<file path="src/rtl/spi_xfer_sched.sv">
// Round-robin scheduler sharing the SPI master datapath among NREQ requesters.
// Programs CR1/BR/CR2/DR1 through the SFR port, polls SR for completion, returns DR2.
//
// state       | meaning
// ------------+-----------------------------------------------------------
// S_IDLE      | no transfer; wait for any request
// S_ARB       | pick next requester round-robin, latch id/tx, drive slave select
// S_WR_CR1    | write CR1 (master bit forced), skipped on cache hit
// S_WR_BR     | write BR, skipped on cache hit
// S_WR_CR2    | write CR2 = 0x01, only on first transfer after reset
// S_WR_DR     | write tx byte to DR1, launches the transfer
// S_WAIT_DONE | poll SR[0] until set or timeout
// S_RD_DR2    | capture received byte from DR2
// S_RESP      | one-cycle ack to the granted requester
// S_DRAIN     | wait for SR[0] to clear, then release slave select
module spi_xfer_sched #(
   parameter int NREQ = 4,
   parameter int TO_W = 16
) (
   input  logic              clk,
   input  logic              rst_n,
   input  logic [NREQ-1:0]   req,
   input  logic [3*NREQ-1:0] req_sel,
   input  logic [8*NREQ-1:0] req_tx,
   input  logic [7:0]        cfg_cr1,
   input  logic [7:0]        cfg_br,
   output logic [NREQ-1:0]   ack,
   output logic [7:0]        rx_data,
   output logic              err,
   output logic              busy,
   output logic [2:0]        gnt_id,
   output logic              sfrwe,
   output logic [2:0]        sfraddr_w,
   output logic [2:0]        sfraddr_r,
   output logic [7:0]        spidata_o,
   input  logic [7:0]        sfrdata_i,
   output logic [7:0]        spssn
);

   typedef enum logic [3:0] {
      S_IDLE, S_ARB, S_WR_CR1, S_WR_BR, S_WR_CR2,
      S_WR_DR, S_WAIT_DONE, S_RD_DR2, S_RESP, S_DRAIN
   } state_t;

   state_t            state_q, state_d;
   logic [2:0]        ptr_q;
   logic [2:0]        id_q;
   logic [7:0]        tx_q;
   logic [7:0]        spssn_q;
   logic [7:0]        rx_q;
   logic              err_q;
   logic              cache_vld_q;
   logic [7:0]        cr1_q;
   logic [7:0]        br_q;
   logic              cr2_done_q;
   logic [TO_W-1:0]   tmr_q;

   logic              arb_hit;
   logic [2:0]        arb_id;
   logic [2:0]        arb_sel;
   logic [7:0]        arb_tx;
   int                best_d;
   logic [7:0]        cr1_eff;
   logic              need_cr1, need_br, need_cr2;
   logic              sr_done;
   logic              tmr_tc;

   assign cr1_eff  = cfg_cr1 | 8'h10;
   assign need_cr1 = !(cache_vld_q && (cr1_eff == cr1_q));
   assign need_br  = !(cache_vld_q && (cfg_br == br_q));
   assign need_cr2 = !cr2_done_q;
   assign sr_done  = sfrdata_i[0];
   assign tmr_tc   = (tmr_q == TO_W'(1));

   // Smallest circular distance from the slot after the last grant wins.
   always_comb begin
      arb_hit = 1'b0;
      arb_id  = 3'd0;
      arb_sel = 3'd0;
      arb_tx  = 8'h00;
      best_d  = NREQ;
      for (int i = 0; i < NREQ; i++) begin
         if (req[i] && (((i + NREQ - 1 - int'(ptr_q)) % NREQ) < best_d)) begin
            best_d  = (i + NREQ - 1 - int'(ptr_q)) % NREQ;
            arb_hit = 1'b1;
            arb_id  = 3'(i);
            arb_sel = req_sel[3*i +: 3];
            arb_tx  = req_tx[8*i +: 8];
         end
      end
   end

   always_ff @(posedge clk or negedge rst_n) begin
      if (!rst_n) state_q <= S_IDLE;
      else        state_q <= state_d;
   end

   always_comb begin
      state_d = state_q;
      case (state_q)
         S_IDLE:      if (|req) state_d = S_ARB;
         S_ARB: begin
            if (!arb_hit)     state_d = S_IDLE;
            else if (need_cr1) state_d = S_WR_CR1;
            else if (need_br)  state_d = S_WR_BR;
            else if (need_cr2) state_d = S_WR_CR2;
            else               state_d = S_WR_DR;
         end
         S_WR_CR1: begin
            if (need_br)       state_d = S_WR_BR;
            else if (need_cr2) state_d = S_WR_CR2;
            else               state_d = S_WR_DR;
         end
         S_WR_BR:     state_d = need_cr2 ? S_WR_CR2 : S_WR_DR;
         S_WR_CR2:    state_d = S_WR_DR;
         S_WR_DR:     state_d = S_WAIT_DONE;
         S_WAIT_DONE: begin
            if (sr_done)     state_d = S_RD_DR2;
            else if (tmr_tc) state_d = S_RESP;
         end
         S_RD_DR2:    state_d = S_RESP;
         S_RESP:      state_d = S_DRAIN;
         S_DRAIN:     if (!sr_done || tmr_tc) state_d = S_IDLE;
         default:     state_d = S_IDLE;
      endcase
   end

   always_ff @(posedge clk or negedge rst_n) begin
      if (!rst_n) begin
         ptr_q       <= 3'(NREQ - 1);
         id_q        <= 3'd0;
         tx_q        <= 8'h00;
         spssn_q     <= 8'hFF;
         rx_q        <= 8'h00;
         err_q       <= 1'b0;
         cache_vld_q <= 1'b0;
         cr1_q       <= 8'h00;
         br_q        <= 8'h00;
         cr2_done_q  <= 1'b0;
         tmr_q       <= '0;
      end else begin
         case (state_q)
            S_ARB: begin
               if (arb_hit) begin
                  id_q    <= arb_id;
                  tx_q    <= arb_tx;
                  spssn_q <= ~(8'd1 << arb_sel);
               end
            end
            S_WR_CR1: cr1_q <= cr1_eff;
            S_WR_BR:  br_q  <= cfg_br;
            S_WR_CR2: cr2_done_q <= 1'b1;
            S_WR_DR: begin
               cache_vld_q <= 1'b1;
               tmr_q       <= '1;
            end
            S_WAIT_DONE: begin
               tmr_q <= tmr_q - TO_W'(1);
               // A timed-out controller may hold stale config, so force a full rewrite next time.
               if (!sr_done && tmr_tc) begin
                  err_q       <= 1'b1;
                  rx_q        <= 8'h00;
                  cache_vld_q <= 1'b0;
               end
            end
            S_RD_DR2: rx_q <= sfrdata_i;
            S_RESP: begin
               err_q <= 1'b0;
               ptr_q <= id_q;
               tmr_q <= '1;
            end
            S_DRAIN: begin
               tmr_q <= tmr_q - TO_W'(1);
               if (!sr_done || tmr_tc) spssn_q <= 8'hFF;
            end
            default: ;
         endcase
      end
   end

   always_comb begin
      sfrwe     = 1'b0;
      sfraddr_w = 3'd0;
      sfraddr_r = 3'd3;
      spidata_o = 8'h00;
      ack       = '0;
      case (state_q)
         S_WR_CR1: begin sfrwe = 1'b1; sfraddr_w = 3'd0; spidata_o = cr1_eff; end
         S_WR_BR:  begin sfrwe = 1'b1; sfraddr_w = 3'd2; spidata_o = cfg_br;  end
         S_WR_CR2: begin sfrwe = 1'b1; sfraddr_w = 3'd1; spidata_o = 8'h01;   end
         S_WR_DR:  begin sfrwe = 1'b1; sfraddr_w = 3'd3; spidata_o = tx_q;    end
         S_RD_DR2: sfraddr_r = 3'd5;
         S_RESP:   ack = NREQ'(1) << id_q;
         default: ;
      endcase
   end

   assign busy    = (state_q != S_IDLE);
   assign gnt_id  = id_q;
   assign rx_data = rx_q;
   assign err     = err_q;
   assign spssn   = spssn_q;

endmodule

</file>
<file path="config.mk">
export PLATFORM = sky130hd
export DESIGN_NAME = spi_xfer_sched
export DESIGN_NICKNAME = d
export VERILOG_FILES = /design/src/rtl/spi_xfer_sched.sv
export SDC_FILE = /design/constraint.sdc
export NUM_CORES = 1
export LEC_CHECK = 0
export CAP_MARGIN = 0
export CORE_AREA = 2 2 99 101
export DETAILED_ROUTE_END_ITERATION = 10
export DIE_AREA = 0 0 101 103
export MAX_ROUTING_LAYER = met4
export PLACE_DENSITY_LB_ADDON = 0.12
export SLEW_MARGIN = 5
export SYNTH_ARGS = -nofsm -noshare
export SYNTH_HDL_FRONTEND = slang
export SYNTH_SLANG_ARGS = --single-unit
export TNS_END_PERCENT = 100
</file>
<file path="constraint.sdc">
create_clock -name clk -period 4.6 [get_ports clk]
set_input_delay 0.92 -clock clk [delete_from_list [all_inputs] [get_ports clk]]
set_output_delay 0.92 -clock clk [all_outputs]
set_load 0.005 [all_outputs]
</file>
==> results_tabular.tex <==
\begin{tabular}{lr}
\hline
Metric & Value \\
\hline
\multicolumn{2}{l}{\textbf{Outcome}} \\
\quad Result of the run & finished clean \\
\multicolumn{2}{l}{\textbf{Yosys}} \\
\quad Number of enable flip-flop cells after synthesis & 0 \\
\quad Number of synthesis warnings & 0 \\
\quad Number of library cell types mapped by synthesis & 62 \\
\quad Fraction of registers with async set/reset & 100\% \\
\quad Xor and xnor area share after synthesis & 5.22\% \\
\quad Post-synthesis sequential area ratio & 42.0\% \\
\quad Dominant combinational cell family by area after synthesis & simple AND/OR/NAND/NOR gates \\
\quad Post-synthesis adder-cell area fraction & 1.55\% \\
\quad Compound-cell area share of the yosys netlist & 19.9\% \\
\quad Multiplexer area fraction after synthesis & 0.560\% \\
\quad Cell area after synthesis & 4020 µm² \\
\quad Avg Inst Size Synth & 8.62 µm² \\
\quad Number of cells produced by synthesis & 467 \\
\quad Top flip-flop cell by instance count after synthesis & dfrtp\_1 \\
\quad Number of flip-flops and latches in the synthesized netlist & 67 \\
\quad Simple-gate share of the synthesized area & 26.5\% \\
\multicolumn{2}{l}{\textbf{Timing}} \\
\quad Achievable frequency & 0.228 GHz \\
\quad Count of pins over their slew limit & 0 \\
\quad Clk\_skew & 12.7 ps \\
\quad Worst slew pin tran & 1070 ps \\
\quad Setup Viol. Count Final & 0 \\
\quad Worst relative slew slack & 28.9\% \\
\quad Setup TNS & 0 ps \\
\quad Final hold violation count & 0 \\
\quad Share of the cycle needed by the critical path after routing & 95.4\% \\
\quad Final critical delay including setup and external delays & 4390 ps \\
\quad Worst slack on hold paths & 480 ps \\
\quad Post-route setup slack & 214 ps \\
\multicolumn{2}{l}{\textbf{Final layout}} \\
\quad Fraction of the core area covered by cells at the end of the flow & 59.3\% \\
\quad Final-stage net count & 671 \\
\quad Fill count & 861 \\
\quad Synthesis-to-layout area growth & 39.5\% \\
\quad Layout cells sized above 1 & 12.8\% \\
\quad Final cell area excluding filler cells & 5610 µm² \\
\quad Diode insertion count for antenna repair & 0 \\
\multicolumn{2}{l}{\textbf{GRT}} \\
\quad Global routing usage summed across all routing layers & 22.7\% \\
\quad Largest net degree at the start of global routing & 49 \\
\quad Antenna violations before repair & 0 \\
\quad GRT Residual Overflow & 0 \\
\quad Global-route wire length before repair & 18.1 mm \\
\quad Vias in the first global route & 3,889 \\
\multicolumn{2}{l}{\textbf{Place}} \\
\quad Standard cell area after detailed placement & 5350 µm² \\
\quad Buffers added on ports & 109 \\
\quad Place WS & -249 ps \\
\quad Placer congestion estimate & 0.895 \\
\quad DP HPWL & 8.27 mm \\
\multicolumn{2}{l}{\textbf{Pwr}} \\
\quad Power density cells & 602 nW/µm² \\
\quad Highest ir drop seen on vdd & 0.311 mV \\
\quad Reported leakage power & 2.32 nW \\
\multicolumn{2}{l}{\textbf{Route}} \\
\quad Iter 0 DRT Violations & 245 \\
\quad Final routed wirelength across all metal layers & 11.1 mm \\
\quad Routed Antenna Nets & 0 \\
\quad Number of remaining DRC errors & 0 \\
\quad Total vias in the final route & 3,988 \\
\quad Pre-Repair DR Iteration Count & 5 \\
\quad Avg WL per Cell & 15.7 µm \\
\quad Avg Vias per Cell & 5.62 \\
\multicolumn{2}{l}{\textbf{Critical path}} \\
\quad Arrival time at the worst endpoint & 4640 ps \\
\quad Kind of end point of the critical path & flip-flop \\
\quad Type of origin of the critical path & primary input \\
\quad Peak fanout along the critical path & 4 \\
\quad Critical Path RT & 4860 ps \\
\quad Critical Setup Path Class & in2reg \\
\multicolumn{2}{l}{\textbf{Hold path}} \\
\quad Class of the most critical hold timing path & reg2reg \\
\multicolumn{2}{l}{\textbf{CTS}} \\
\quad Clk slew on worst S/H paths & 80 ps \\
\quad Cts bufs inserted & 9 \\
\quad H-tree depth & 3 \\
\quad CTS Root Cell & clkbuf\_8 \\
\quad CTS tree & done \\
\quad CTS Sinks & 67 \\
\quad Insertion delay to the later sink of the worst-skew pair & 340 ps \\
\quad Maximum buffer depth of the clock tree & 2 \\
\multicolumn{2}{l}{\textbf{Die}} \\
\quad Standard-cell row count & 36 \\
\quad Core Box Area & 9460 µm² \\
\quad Initial Utilization & 42.5\% \\
\quad Width of the chip & 101 µm \\
\quad Vertical extent of the die & 103 µm \\
\quad Io pins & 114 \\
\quad Area of the die & 10,400 µm² \\
\multicolumn{2}{l}{\textbf{Flow run}} \\
\quad Max-cap violation count & 0 \\
\hline
\end{tabular}
## what timing repair did
item,in CTS,in global routing
hold endpoints to repair,0,0
buffers inserted,0,4
hold buffers,0,0
setup endpoints to repair,0,16
gates resized for setup,0,6
## layout make-up
class / instances / area (µm²) / area share (%)
clock buffers: 13 / 159 / 2.83
clock inverters: 2 / 35.0 / 0.624
inverters: 11 / 41.3 / 0.736
multi-input cells: 365 / 2240 / 39.9
flip-flops and latches: 67 / 1690 / 30.1
well taps: 114 / 143 / 2.54
repair buffers: 138 / 1300 / 23.2
## cell families (layout without fill, tap and decap cells)
| logic type | count (synthesis) | in the layout |
|---|---|---|
| other | 2 | 3 |
| adder cells (fa/ha/maj) | 5 | 5 |
| buffers and inverters | 36 | 164 |
| AO/OA/AOI/OAI | 108 | 108 |
| AND/OR/NAND/NOR | 223 | 223 |
| XOR/XNOR | 24 | 24 |
| multiplexers | 2 | 2 |
| flip-flops | 67 | 67 |
## placed cells by master (no fill, tap or decap), types with 4 or more instances in the layout
master           synthesis  routed
a21o_1                   4       4
a21oi_1                 19      17
a22o_1                  10      10
a31oi_1                  6       6
a41oi_1                  6       6
and4_1                   8       8
buf_4                    3      29
clkbuf_8                 0      11
clkdlybuf4s50_1          0     108
dfrtp_1                 57      57
dfstp_2                 10      10
inv_1                    8       8
nand2_1                 96      96
nand2b_1                 6       6
nand3_1                 39      39
nor2_1                  34      34
nor2b_1                  4       4
nor3_1                  11      11
o2111ai_1                6       6
o21ai_0                  8       7
o21ai_1                  8       8
o31ai_1                 12      12
or3_1                    4       4
or4_1                    4       4
xnor2_1                 15      15
xor2_1                   9       9
## layer usage
| metal | track usage (%) | up-vias | part of all wire (%) |
|---|---|---|---|
| met1 | 30.4 | 1912 | 46 |
| met3 | 3.32 | 10 | 4.8 |
| met5 | - | - | 0 |
| met2 | 35.7 | 128 | 48 |
| li1 | - | 1938 | - |
| met4 | 7.48 | 0 | 1.2 |
## synthesized netlist by cell type (4+ instances only)
cell type / count / area [µm²]
a21o_1: 4 / 30.0
a21oi_1: 19 / 95.1
a22o_1: 10 / 87.6
a31oi_1: 6 / 37.5
a41oi_1: 6 / 52.6
and4_1: 8 / 70.1
buf_2: 9 / 45.0
clkbuf_1: 9 / 33.8
dfrtp_1: 57 / 1430
dfstp_2: 10 / 263
ha_1: 5 / 62.6
inv_1: 8 / 30.0
nand2_1: 96 / 360
nand2b_1: 6 / 37.5
nand3_1: 39 / 195
nor2_1: 34 / 128
nor2b_1: 4 / 25.0
nor3_1: 11 / 55.1
o2111ai_1: 6 / 52.6
o21ai_0: 8 / 40.0
o21ai_1: 8 / 40.0
o31ai_1: 12 / 90.1
or3_1: 4 / 25.0
or4_1: 4 / 30.0
xnor2_1: 15 / 131
xor2_1: 9 / 78.8
## power by group
group | switching [mW] | total (mW) | internal, mW
clock | 0.220 | 0.497 | 0.277
combinational | 0.930 | 1.84 | 0.914
sequential | 0.227 | 1.03 | 0.808
## final timing paths
path	startpoint	end	slack, ps	cells after the start
min in group asynchronous	rst_n	cr1_q[5]$_DFFE_PN0P_	760	1
worst max register to register	ptr_q[1]$_DFFE_PN1P_	spssn[0]$_DFFE_PN1P_	440	18
worst max-delay path	req[0]	spssn[0]$_DFFE_PN1P_	210	19
worst min-delay path	cr1_q[4]$_DFFE_PN0P_	cr1_q[4]$_DFFE_PN0P_	480	1
worst min register to register	cr1_q[4]$_DFFE_PN0P_	cr1_q[4]$_DFFE_PN0P_	480	1
max in group asynchronous	rst_n	ptr_q[1]$_DFFE_PN1P_	2900	2
## state kept, by name, summed over array words and instances, names as in the netlist
name,cells
gnt_id,2
tx_q,8
rx_data,8
cr2_done_q,1
br_q,8
spssn,8
state_q,4
cache_vld_q,1
tmr_q,16
cr1_q,8
ptr_q,2
err,1
## critical path, stage by stage
cell	delay, ps
clkdlybuf4s50_1	500
nand2b_1	120
ha_4	230
a21o_1	190
a21oi_4	200
nor2_1	70
a21oi_2	140
ha_2	290
o22ai_2	160
a22o_1	230
nand2_1	70
o21a_1	110
ha_1	290
a21oi_1	160
o21ai_2	110
a21o_1	210
buf_4	160
a41o_1	230
a41oi_1	220
## per-stage QoR
| stage | instances | power [mW] |
|---|---|---|
| floorplan | 468 | 2.08 |
| global placement | 691 | 2.78 |
| detailed placement | 691 | 2.82 |
| CTS | 706 | 3.33 |
| global route | 710 | 3.66 |
| finish | 710 | 3.38 |
Note: power is estimated with default switching activity, not from simulation.
